### src/rtl/shifter_pkg.sv
// Shared types for the iterative shifter: operation encodings and FSM states.
package shifter_pkg;

  typedef enum logic [1:0] {
    SHIFT_SLL  = 2'b00,
    SHIFT_SRL  = 2'b01,
    SHIFT_SRA  = 2'b10,
    SHIFT_ROTR = 2'b11
  } shift_op_t;

  typedef enum logic [1:0] {
    IDLE  = 2'b00,
    SHIFT = 2'b01,
    DONE  = 2'b10
  } shifter_state_t;

endpackage

### src/rtl/iterative_shifter_shift_step.sv
// Combinational single-step shifter used once per iteration by iterative_shifter.
// Rotate support is present only when ITERATIVE_SHIFTER_ROTATE_EN is defined.
module shift_step
  import shifter_pkg::*;
#(
  parameter int WIDTH = 32,
  parameter int STEP  = 1,
  parameter int KW    = $clog2(STEP + 1)
) (
  input  logic [WIDTH-1:0] value,
  input  logic [KW-1:0]    k,
  input  shift_op_t        op,
  input  logic             fill,
  output logic [WIDTH-1:0] shifted
);

  always_comb begin
    shifted = value;
    case (op)
      SHIFT_SLL: shifted = value << k;
      // Right shifts pull fill bits in from a doubled-width word.
      SHIFT_SRL, SHIFT_SRA: shifted = WIDTH'({{WIDTH{fill}}, value} >> k);
`ifdef ITERATIVE_SHIFTER_ROTATE_EN
      SHIFT_ROTR: shifted = WIDTH'({value, value} >> k);
`endif
      default: shifted = value << k;
    endcase
  end

endmodule

### src/rtl/iterative_shifter.sv
// Multi-cycle shifter: shifts up to STEP bits per clock between two valid/ready handshakes.
// Optional rotate-right on op 11 via ITERATIVE_SHIFTER_ROTATE_EN (otherwise op 11 acts as SLL).
module iterative_shifter
  import shifter_pkg::*;
#(
  parameter int WIDTH   = 32,
  parameter int SHAMT_W = 6,
  parameter int STEP    = 1
) (
  input  logic               clk,
  input  logic               reset,
  input  logic               start_valid,
  output logic               start_ready,
  input  logic [1:0]         op,
  input  logic [WIDTH-1:0]   data_in,
  input  logic [SHAMT_W-1:0] shamt,
  output logic [WIDTH-1:0]   result,
  output logic               done_valid,
  input  logic               done_ready,
  output logic               busy
);

  localparam int KW = $clog2(STEP + 1);

  shifter_state_t     state_reg, state_next;
  logic [WIDTH-1:0]   result_reg, result_next;
  logic [SHAMT_W-1:0] remaining_reg, remaining_next;
  shift_op_t          op_reg, op_next;
  logic               sign_reg, sign_next;

  shift_op_t          op_dec;
  logic [SHAMT_W-1:0] eff;
  logic [KW-1:0]      k;
  logic               fill;
  logic [WIDTH-1:0]   step_value;

  // Decode the incoming op and its effective amount at the accept edge only.
  always_comb begin
    op_dec = shift_op_t'(op);
`ifdef ITERATIVE_SHIFTER_ROTATE_EN
    if (op_dec == SHIFT_ROTR) begin
      eff = shamt % SHAMT_W'(WIDTH);
    end else begin
      eff = (shamt >= SHAMT_W'(WIDTH)) ? SHAMT_W'(WIDTH) : shamt;
    end
`else
    if (op_dec == SHIFT_ROTR) begin
      op_dec = SHIFT_SLL;
    end
    eff = (shamt >= SHAMT_W'(WIDTH)) ? SHAMT_W'(WIDTH) : shamt;
`endif
  end

  always_comb begin
    if (remaining_reg < SHAMT_W'(STEP)) begin
      k = KW'(remaining_reg);
    end else begin
      k = KW'(STEP);
    end
    fill = (op_reg == SHIFT_SRA) ? sign_reg : 1'b0;
  end

  shift_step #(
    .WIDTH(WIDTH),
    .STEP (STEP),
    .KW   (KW)
  ) u_step (
    .value  (result_reg),
    .k      (k),
    .op     (op_reg),
    .fill   (fill),
    .shifted(step_value)
  );

  always_comb begin
    state_next     = state_reg;
    result_next    = result_reg;
    remaining_next = remaining_reg;
    op_next        = op_reg;
    sign_next      = sign_reg;
    case (state_reg)
      IDLE: begin
        if (start_valid) begin
          result_next    = data_in;
          op_next        = op_dec;
          sign_next      = data_in[WIDTH-1];
          remaining_next = eff;
          state_next     = (eff == '0) ? DONE : SHIFT;
        end
      end
      SHIFT: begin
        result_next    = step_value;
        remaining_next = remaining_reg - SHAMT_W'(k);
        if (remaining_reg == SHAMT_W'(k)) begin
          state_next = DONE;
        end
      end
      DONE: begin
        if (done_ready) begin
          state_next = IDLE;
        end
      end
      default: state_next = IDLE;
    endcase
  end

  always_ff @(posedge clk) begin
    if (reset) begin
      state_reg     <= IDLE;
      result_reg    <= '0;
      remaining_reg <= '0;
      op_reg        <= SHIFT_SLL;
      sign_reg      <= 1'b0;
    end else begin
      state_reg     <= state_next;
      result_reg    <= result_next;
      remaining_reg <= remaining_next;
      op_reg        <= op_next;
      sign_reg      <= sign_next;
    end
  end

  assign start_ready = (state_reg == IDLE);
  assign done_valid  = (state_reg == DONE);
  assign busy        = (state_reg != IDLE);
  assign result      = result_reg;

endmodule

### config.mk
export PLATFORM = sky130hd
export DESIGN_NAME = iterative_shifter
export DESIGN_NICKNAME = d
export VERILOG_FILES = /design/src/rtl/shifter_pkg.sv /design/src/rtl/iterative_shifter_shift_step.sv /design/src/rtl/iterative_shifter.sv
export SDC_FILE = /design/constraint.sdc
export NUM_CORES = 1
export LEC_CHECK = 0
export BUFFER_PORTS_ARGS = -buffer_cell sky130_fd_sc_hd__buf_2
export CORE_MARGIN = 10
export CORE_UTILIZATION = 48
export CTS_CLUSTER_DIAMETER = 40
export CTS_CLUSTER_SIZE = 12
export DETAILED_ROUTE_END_ITERATION = 10
export PLACE_DENSITY = 0.77
export SYNTH_ARGS = -nofsm -noshare
export SYNTH_HDL_FRONTEND = slang
export SYNTH_HIERARCHICAL = 1
export SYNTH_SLANG_ARGS = --single-unit
### constraint.sdc
create_clock -name clk -period 1.7 [get_ports clk]
set_input_delay 0.085 -clock clk [delete_from_list [all_inputs] [get_ports clk]]
set_output_delay 0.085 -clock clk [all_outputs]
set_load 0.01 [all_outputs]
After elaboration in Yosys (flattened, before gate mapping). Cells that the tools add are included.

Bits in registers: 43. Logic and storage cells: 41. Output and inout port bits: 35.

$lt $le $gt $ge: 2. Eq/ne operators: 9. Muxes and demuxes: 14. Reduce and logical (&&, ||, !) cells: 8. Shift-type cells: 2. Add/sub/neg operators: 1.

Operator list (number): $mux W32 (2); $pmux W32 S2 (1); $shr A64 B1 Y32 (1); $shl A32 B1 Y32 (1); $mux W6 (2); $pmux W6 S2 (1); $mux W2 (5); $eq A2 B2 Y1 const B (3); $eq A6 B1 Y1 (1); $ge A6 B6 Y1 const B (1); $logic_not A6 Y1 (1); $lt A6 B1 Y1 const B (1); $pmux W2 S3 (1); $sub A6 B1 Y6 (1); $eq A2 B1 Y1 const B (2); $ne A2 B2 Y1 const B (2); $reduce_and A2 Y1 (2); $reduce_bool A2 Y1 (2); $reduce_and A3 Y1 (1); $logic_not A2 Y1 (1); $mux W1 (2); $ne A2 B1 Y1 const B (1); $reduce_or A2 Y1 (1).

Longest topological paths before layout. Gate-level depths: netlist (run 1).

Depth in word-level cells: 6. Gate-level depth with buffers: 9. Depth with buffers taken out: 7.

Hierarchy. Netlist (run 1), hierarchy kept.

By module, submodules not included: iterative_shifter (area an instance 2157.1 µm², sequential area each 860.8 µm², cells an instance 230, times used 1); shift_step (area an instance 695.7 µm², sequential area each 0.0 µm², cells an instance 107, times used 1).

Least setup slack after synthesis (run 1). No wires, ideal clock.

Path type: register -> register. From: register remaining_reg[2]. To: register result_reg[0] (netlist: result[0]). Path slack: -182 ps. Buffers on the path: 2. Data arrival time: 1796 ps. Required time: 1614 ps. Cell stages (with the launch flop): 9. Cells stage by stage: dfxtp_1 or3_1 nor3_1 nand2b_1 clkbuf_1 buf_2 o22ai_1 mux2i_1 a211oi_1.

Longest elaborated chain between the ends: 5. Elaborated cells on any way between the ends: 6. Classes of those cells: order compare: 1; shift: 2; mux: 3.

RTL lines: start: declaration (line iterative_shifter.sv:27) `logic [SHAMT_W-1:0] remaining_reg, remaining_next;`; start signal: assignment (line iterative_shifter.sv:117) `remaining_reg <= remaining_next;`; $lt A6 B1 Y1 * (line iterative_shifter.sv:55) `if (remaining_reg < SHAMT_W'(STEP)) begin`; $mux W1 * (line iterative_shifter.sv:55); net k (line iterative_shifter.sv:33) `logic [KW-1:0] k;`; $shl A32 B1 Y32 / $shr A64 B1 Y32 (equally long branches) (line iterative_shifter_shift_step.sv:20, iterative_shifter_shift_step.sv:26, iterative_shifter_shift_step.sv:22); $mux W32 *; net step_value[0] (line iterative_shifter.sv:35) `logic [WIDTH-1:0] step_value;`; $pmux W32 S2 * (line iterative_shifter.sv:81) `case (state_reg)`; end signal: assignment (line iterative_shifter.sv:116) `result_reg <= result_next;`; end: declaration (line iterative_shifter.sv:26) `logic [WIDTH-1:0] result_reg, result_next;`.

The timed path passes the listed nets; every way through them passes the cells marked *. A chain may end at the register's enable or synchronous reset.

Final worst setup path (run 1).
From: register remaining_reg[4]. To: register remaining_reg[4].

Longest elaborated chain between the ends: 4.

RTL lines: $lt A6 B1 Y1 (line iterative_shifter.sv:55); $mux W1 (line iterative_shifter.sv:55); $sub A6 B1 Y6 * (line iterative_shifter.sv:93) `remaining_next = remaining_reg - SHAMT_W'(k);`; $pmux W6 S2 * (line iterative_shifter.sv:81).

Mark *: on every way between the ends. The rest lies on a longest branch, timed or not.

==> results.json, run 1 <==
{
  "grt_use_met3_pct": 5.548,
  "fmax_ghz": 0.5479,
  "layout.cells.non_filler": 486,
  "fin_ws_ns": -0.1251,
  "grt_pass1_vias": 2678,
  "clock_power_share_pct": 24.6,
  "vdd_drop_max_mv": 0.4961,
  "avgSynthCellArea_um2": 8.465,
  "p_int_mw": 2.504,
  "gp_congestion": 0.8394,
  "start_util_pct": 48.76,
  "htree_levels": 2,
  "grtUsageTotal_pct": 15.46,
  "worst_ep_arrival_time_ns": 2.00,
  "antenna_cells": 0,
  "nets": 455,
  "dr.pass1.iters": 5,
  "drtIter0Drc": 103,
  "wl_per_cell_um": 16.05,
  "switching_share_pct": 35.88,
  "dpl_worst_slack_ns": -0.1036,
  "cp-start-kind": "register",
  "power.share.sequential_pct": 33.7,
  "seq_area_um2": 863.3,
  "clockRootBuffer": "clkbuf_8",
  "finalClockSkew_ns": 0.007566,
  "final.fill_count": 493,
  "synth_area_leaders": "dfxtp_1 30%, mux2i_1 22%, nor2_1 9.3%, a211oi_1 8.4%, a21oi_1 6.3%",
  "fin_area_um2": 3630,
  "endpoint_kind": "register",
  "antenna_found_initial": 0,
  "async_flop_share_pct": 0,
  "status": "complete, but fails checks",
  "coreArea_um2": 5851,
  "numClockSinks": 43,
  "combPwrFrac_pct": 41.7,
  "die_y_um": 97.09,
  "wirelength_um": 7798,
  "slew_viol_final": 0,
  "drive_gt1_share_pct": 34.55,
  "hpwl_um": 5456,
  "clkSlewWorstSetupHoldPaths_ns": 0.09,
  "placed_cell_area_um2": 3352,
  "cts_buffer_depth": 2,
  "hold_viol": 0,
  "tritoncts.num_buffers": 5,
  "final_antenna_net_count": 0,
  "tightest_slew_ns": 0.5530,
  "synth_top_area_share_pct": 30.18,
  "rows": 28,
  "period_needed_ns": 1.825,
  "synth_flop_cell": "dfxtp_1",
  "overflow": 0,
  "leakagePower_nw": 1.691,
  "multi_input_area_um2": 1866,
  "die-width_um": 97.09,
  "via_count": 2718,
  "yosysUniqueCellTypes": 47,
  "fin_crit_sh_pct": 107.4,
  "use_met2_pct": 23.92,
  "hold_class": "in2reg",
  "grt_busiest_layer": "met2",
  "largest_reg_flops": 32,
  "die_area_um2": 9426,
  "dp_cells": 476,
  "grt_pass1_wl_um": 12790,
  "worstPathMaxFanout": 4,
  "synth_nets": 382,
  "violations": "setup timing",
  "setup_violations": 32,
  "cts_tree": "yes",
  "yosys.area.top_type": "dfxtp_1",
  "netlist_instances": 337,
  "ys_seq_area_share_pct": 30.18,
  "ioPinCount": 79,
  "synth-edff-count": 0,
  "synth_seq_cells": 43,
  "grt_max_degree": 41,
  "power.total_mw": 3.905,
  "cap_violations": 0,
  "insertion_delay_ns": 0.30,
  "critPathKind": "reg2reg",
  "viasPerCell": 5.593,
  "syn_area_um2": 2853,
  "whs_ns": 0.06574,
  "required_ns": 1.88,
  "power.net_switching_mw": 1.401,
  "area_growth_pct": 27.24,
  "drc": 0,
  "hold_buffers": 0,
  "yosysWarnings": 6,
  "p_per_area_nw_per_um2": 1076,
  "relSlewSlack_pct": 62.97,
  "rsz0062_at_grt": "yes",
  "portBuffers": 78,
  "grt_use_met1_pct": 19.61
}
==> final timing paths <==
path / slack (ns) / startpoint / to / cells past startpoint
min: 0.07 / data_in[31] / sign_reg / 3
max: -0.13 / remaining_reg[4] / remaining_reg[4] / 7
max reg2reg: -0.13 / remaining_reg[4] / remaining_reg[4] / 7
min reg2reg: 0.51 / sign_reg / sign_reg / 2
==> placed cells by master, fill, tap and decap left out, types with 4 or more instances in the layout <==
| master | count |
|---|---|
| dfxtp_1 | 41 |
| buf_4 | 10 |
| clkbuf_8 | 5 |
| buf_12 | 7 |
| a21oi_1 | 28 |
| inv_1 | 10 |
| buf_2 | 78 |
| a211oi_2 | 4 |
| nor2_2 | 11 |
| nand2b_1 | 7 |
| a211oi_1 | 29 |
| mux2i_1 | 64 |
| a21oi_2 | 8 |
| nor2_1 | 60 |
==> cells in the mapped netlist, types with 2 or more instances <==
| cell type | n |
|---|---|
| o31ai_1 | 3 |
| nand3b_1 | 3 |
| mux2i_1 | 64 |
| or3_1 | 2 |
| a211oi_1 | 32 |
| buf_8 | 3 |
| o32ai_1 | 2 |
| nand2b_1 | 9 |
| nor2b_1 | 2 |
| dfxtp_1 | 43 |
| nand2_1 | 3 |
| clkbuf_1 | 11 |
| nor2_1 | 71 |
| inv_1 | 10 |
| buf_4 | 5 |
| buf_2 | 6 |
| buf_6 | 3 |
| a21oi_1 | 36 |
==> kinds of logic after synthesis <==
kind of cell | after synthesis | synth area share [%]
AND/OR/NAND/NOR | 100 | 16.40
buffers and inverters | 40 | 8.904
multiplexers | 64 | 22.46
AO/OA/AOI/OAI | 88 | 20.66
adder cells (fa/ha/maj) | 1 | 0.4385
XOR/XNOR | 1 | 0.9650
flip-flops | 43 | 30.18
==> critical path: stages, from the launching register on <==
cell and delay (ns):
dfxtp_2 0.34, or3_4 0.40, nor3_4 0.18, nor2_1 0.08
ha_2 0.21, nand4bb_1 0.10, a21oi_1 0.07, o32ai_1 0.32
==> final cells by class <==
cell class,count,area share (%)
Clock buffer,5,1.896
Timing Repair Buffer,96,17.44
Sequential cell,43,23.78
Tap cell,75,2.585
Clock inverter,3,1.861
Inverter,10,1.034
Multi-Input combinational cell,254,51.40
==> power by group through the flow <==
| stage | clock, mW | combinational (mW) | sequential (mW) |
|---|---|---|---|
| 2_1_floorplan | 0 | 1.11 | 1.34 |
| 3_3_place_gp | 0 | 1.39 | 1.32 |
| 3_5_place_dp | 0 | 1.44 | 1.33 |
| 4_1_cts | 0.980 | 1.53 | 1.31 |
| 5_1_grt | 1.02 | 1.78 | 1.35 |
| 6_report | 0.960 | 1.63 | 1.32 |
==> layer usage <==
layer	routed length [um]	part of all wire, %	up-vias
met5	0	0	-
met4	102	1.3	0
met3	576	7.4	11
met2	3536	45	82
met1	3583	46	1263
li1	-	-	1362
==> what timing repair did <==
| action | 4_1_cts | 5_1_grt |
|---|---|---|
| setup buffers | 0 | 1 |
| pin swaps | 1 | 4 |
| endpoints found under the setup margin | 35 | 35 |
| gates cloned | 1 | 0 |
| gates resized for setup | 7 | 22 |
==> metrics by stage <==
step                      util, %  setup TNS, ns
after global routing        62.04         -4.509
after detailed placement    57.29         -2.164
after floorplan                 -        -0.7989
final                       62.04        -0.8926
after global placement      57.29       -0.06888
after CTS                   60.50        -0.5054
Power figures use the tool's default switching activity.
==> run 2: changes to the inputs <==
--- a/config.mk
+++ b/config.mk
@@ -12,6 +12,7 @@
 export CTS_CLUSTER_SIZE = 12
 export DETAILED_ROUTE_END_ITERATION = 10
 export PLACE_DENSITY = 0.77
+export RECOVER_POWER = 100
 export SYNTH_ARGS = -nofsm -noshare
 export SYNTH_HDL_FRONTEND = slang
 export SYNTH_HIERARCHICAL = 1
==> run 2 against run 1 <==
  * Non-clock buffer count is the same
  * Worst setup slack gained 0.0072 ns
  * Routed wire length grew 0.40%
  * First-iteration DRC count shrank 11%
  * Register-to-register slack is essentially flat
  * Final area shrank 1.4%
  * Clock skew is essentially flat
  * Sequential power is essentially flat
  * Die area is the same
  * Global-route usage is the same
  * Clock-buffer cell count is the same
  * The run still ends with setup timing left
  * Cell count is the same
==> results.json, run 2 (synthesis results as in run 1) <==
{
  "hold_viol": 0,
  "rows": 28,
  "power.share.sequential_pct": 34.1,
  "drtIter0Drc": 92,
  "setup_violations": 31,
  "endpoint_kind": "register",
  "viasPerCell": 5.570,
  "insertion_delay_ns": 0.30,
  "critPathKind": "reg2reg",
  "antenna_cells": 0,
  "placed_cell_area_um2": 3352,
  "dp_cells": 476,
  "layout.cells.non_filler": 486,
  "final_common_cell": "mux2i_1",
  "mostFrequentLayoutCells": "64 x mux2i_1, 60 x nor2_1, 44 x buf_2, 41 x dfxtp_1, 34 x clkbuf_1",
  "rsz0062_at_grt": "yes",
  "violations": "setup timing",
  "p_int_mw": 2.474,
  "vdd_drop_max_mv": 0.4907,
  "htree_levels": 2,
  "p_per_area_nw_per_um2": 1081,
  "overflow": 0,
  "combPwrFrac_pct": 41.2,
  "die-width_um": 97.09,
  "min_path_cells": 3,
  "power.net_switching_mw": 1.397,
  "fin_area_um2": 3580,
  "worstRegToRegCells": 7,
  "switching_share_pct": 36.08,
  "drive_gt1_share_pct": 26.03,
  "required_ns": 1.88,
  "die_area_um2": 9426,
  "grt_pass1_wl_um": 12790,
  "final_util_pct": 61.18,
  "fin_setup_tns_ns": -0.8190,
  "die_y_um": 97.09,
  "hold_class": "in2reg",
  "largest_reg_flops": 32,
  "hold_buffers": 0,
  "numClockSinks": 43,
  "cp-start-kind": "register",
  "start_util_pct": 48.76,
  "worstPathMaxFanout": 4,
  "cts_buffer_depth": 2,
  "worst_ep_arrival_time_ns": 2.00,
  "fin_crit_sh_pct": 106.9,
  "gp_congestion": 0.8394,
  "fmax_ghz": 0.5501,
  "coreArea_um2": 5851,
  "clock_power_share_pct": 24.7,
  "slew_viol_final": 0,
  "leakagePower_nw": 1.567,
  "clkSlewWorstSetupHoldPaths_ns": 0.09,
  "cap_violations": 0,
  "cts_tree": "yes",
  "power.total_mw": 3.870,
  "final_antenna_net_count": 0,
  "wirelength_um": 7829,
  "grt_pass1_vias": 2678,
  "fin_ws_ns": -0.1179,
  "grt_max_degree": 41,
  "nets": 455,
  "via_count": 2707,
  "final.fill_count": 524,
  "period_needed_ns": 1.818,
  "hpwl_um": 5456,
  "dpl_worst_slack_ns": -0.1036,
  "relSlewSlack_pct": 63.56,
  "status": "complete, but fails checks",
  "finalClockSkew_ns": 0.007534,
  "whs_ns": 0.06407,
  "drc": 0,
  "portBuffers": 78,
  "clockRootBuffer": "clkbuf_8",
  "area_growth_pct": 25.48,
  "tightest_slew_ns": 0.5442,
  "ioPinCount": 79,
  "wl_per_cell_um": 16.11,
  "tritoncts.num_buffers": 5,
  "dr.pass1.iters": 4,
  "grtUsageTotal_pct": 15.46,
  "antenna_found_initial": 0
}
[run 2: cell types whose count changed in the layout (fill, tap and decap cells not counted), sizes merged]
cell    previous run  this run
clkbuf             5        40
buf               96        61
[run 2: area by class of cell]
type / instances / area [um2] / area share, %
Multi-Input combinational cell: 254 / 1861 / 51.97
Sequential cell: 43 / 863.3 / 24.12
Timing Repair Buffer: 96 / 588.1 / 16.43
Tap cell: 75 / 93.84 / 2.621
Clock buffer: 5 / 68.82 / 1.922
Clock inverter: 3 / 67.56 / 1.887
Inverter: 10 / 37.54 / 1.049
[run 2: what timing repair did]
| item | in CTS | in global routing |
|---|---|---|
| gates cloned | 1 | 0 |
| setup endpoints to repair | 35 | 35 |
| buffers inserted | 0 | 1 |
| resized for setup | 7 | 22 |
| pin swaps | 1 | 4 |
| endpoints found under the hold margin | 0 | 0 |
[run 2: worst paths after layout]
kind	slack, ns	startpoint	to
max	-0.12	remaining_reg[4]	remaining_reg[4]
min	0.06	data_in[31]	sign_reg
max reg2reg	-0.12	remaining_reg[4]	remaining_reg[4]
min reg2reg	0.51	sign_reg	sign_reg
[run 2: critical path: stages, from the launching register on]
cell and delay (ns):
dfxtp_2 0.34, or3_4 0.40, nor3_4 0.18, nor2_1 0.08, ha_2 0.21, nand4bb_1 0.10, a21oi_1 0.07, o32ai_1 0.31
[run 2: per-layer routing]
| layer | global-route usage (%) | part of all wire, % |
|---|---|---|
| met4 | 4.540 | 1.1 |
| met1 | 19.61 | 46 |
| met2 | 23.92 | 46 |
| met5 | 0 | 0 |
| met3 | 5.548 | 7.0 |
[run 2: power groups by stage]
stage / combinational (mW) / clock [mW] / sequential, mW
after floorplan: 1.11 / 0 / 1.34
after global placement: 1.39 / 0 / 1.32
after detailed placement: 1.44 / 0 / 1.33
after CTS: 1.53 / 0.980 / 1.31
after global routing: 1.75 / 1.02 / 1.35
final: 1.59 / 0.956 / 1.32
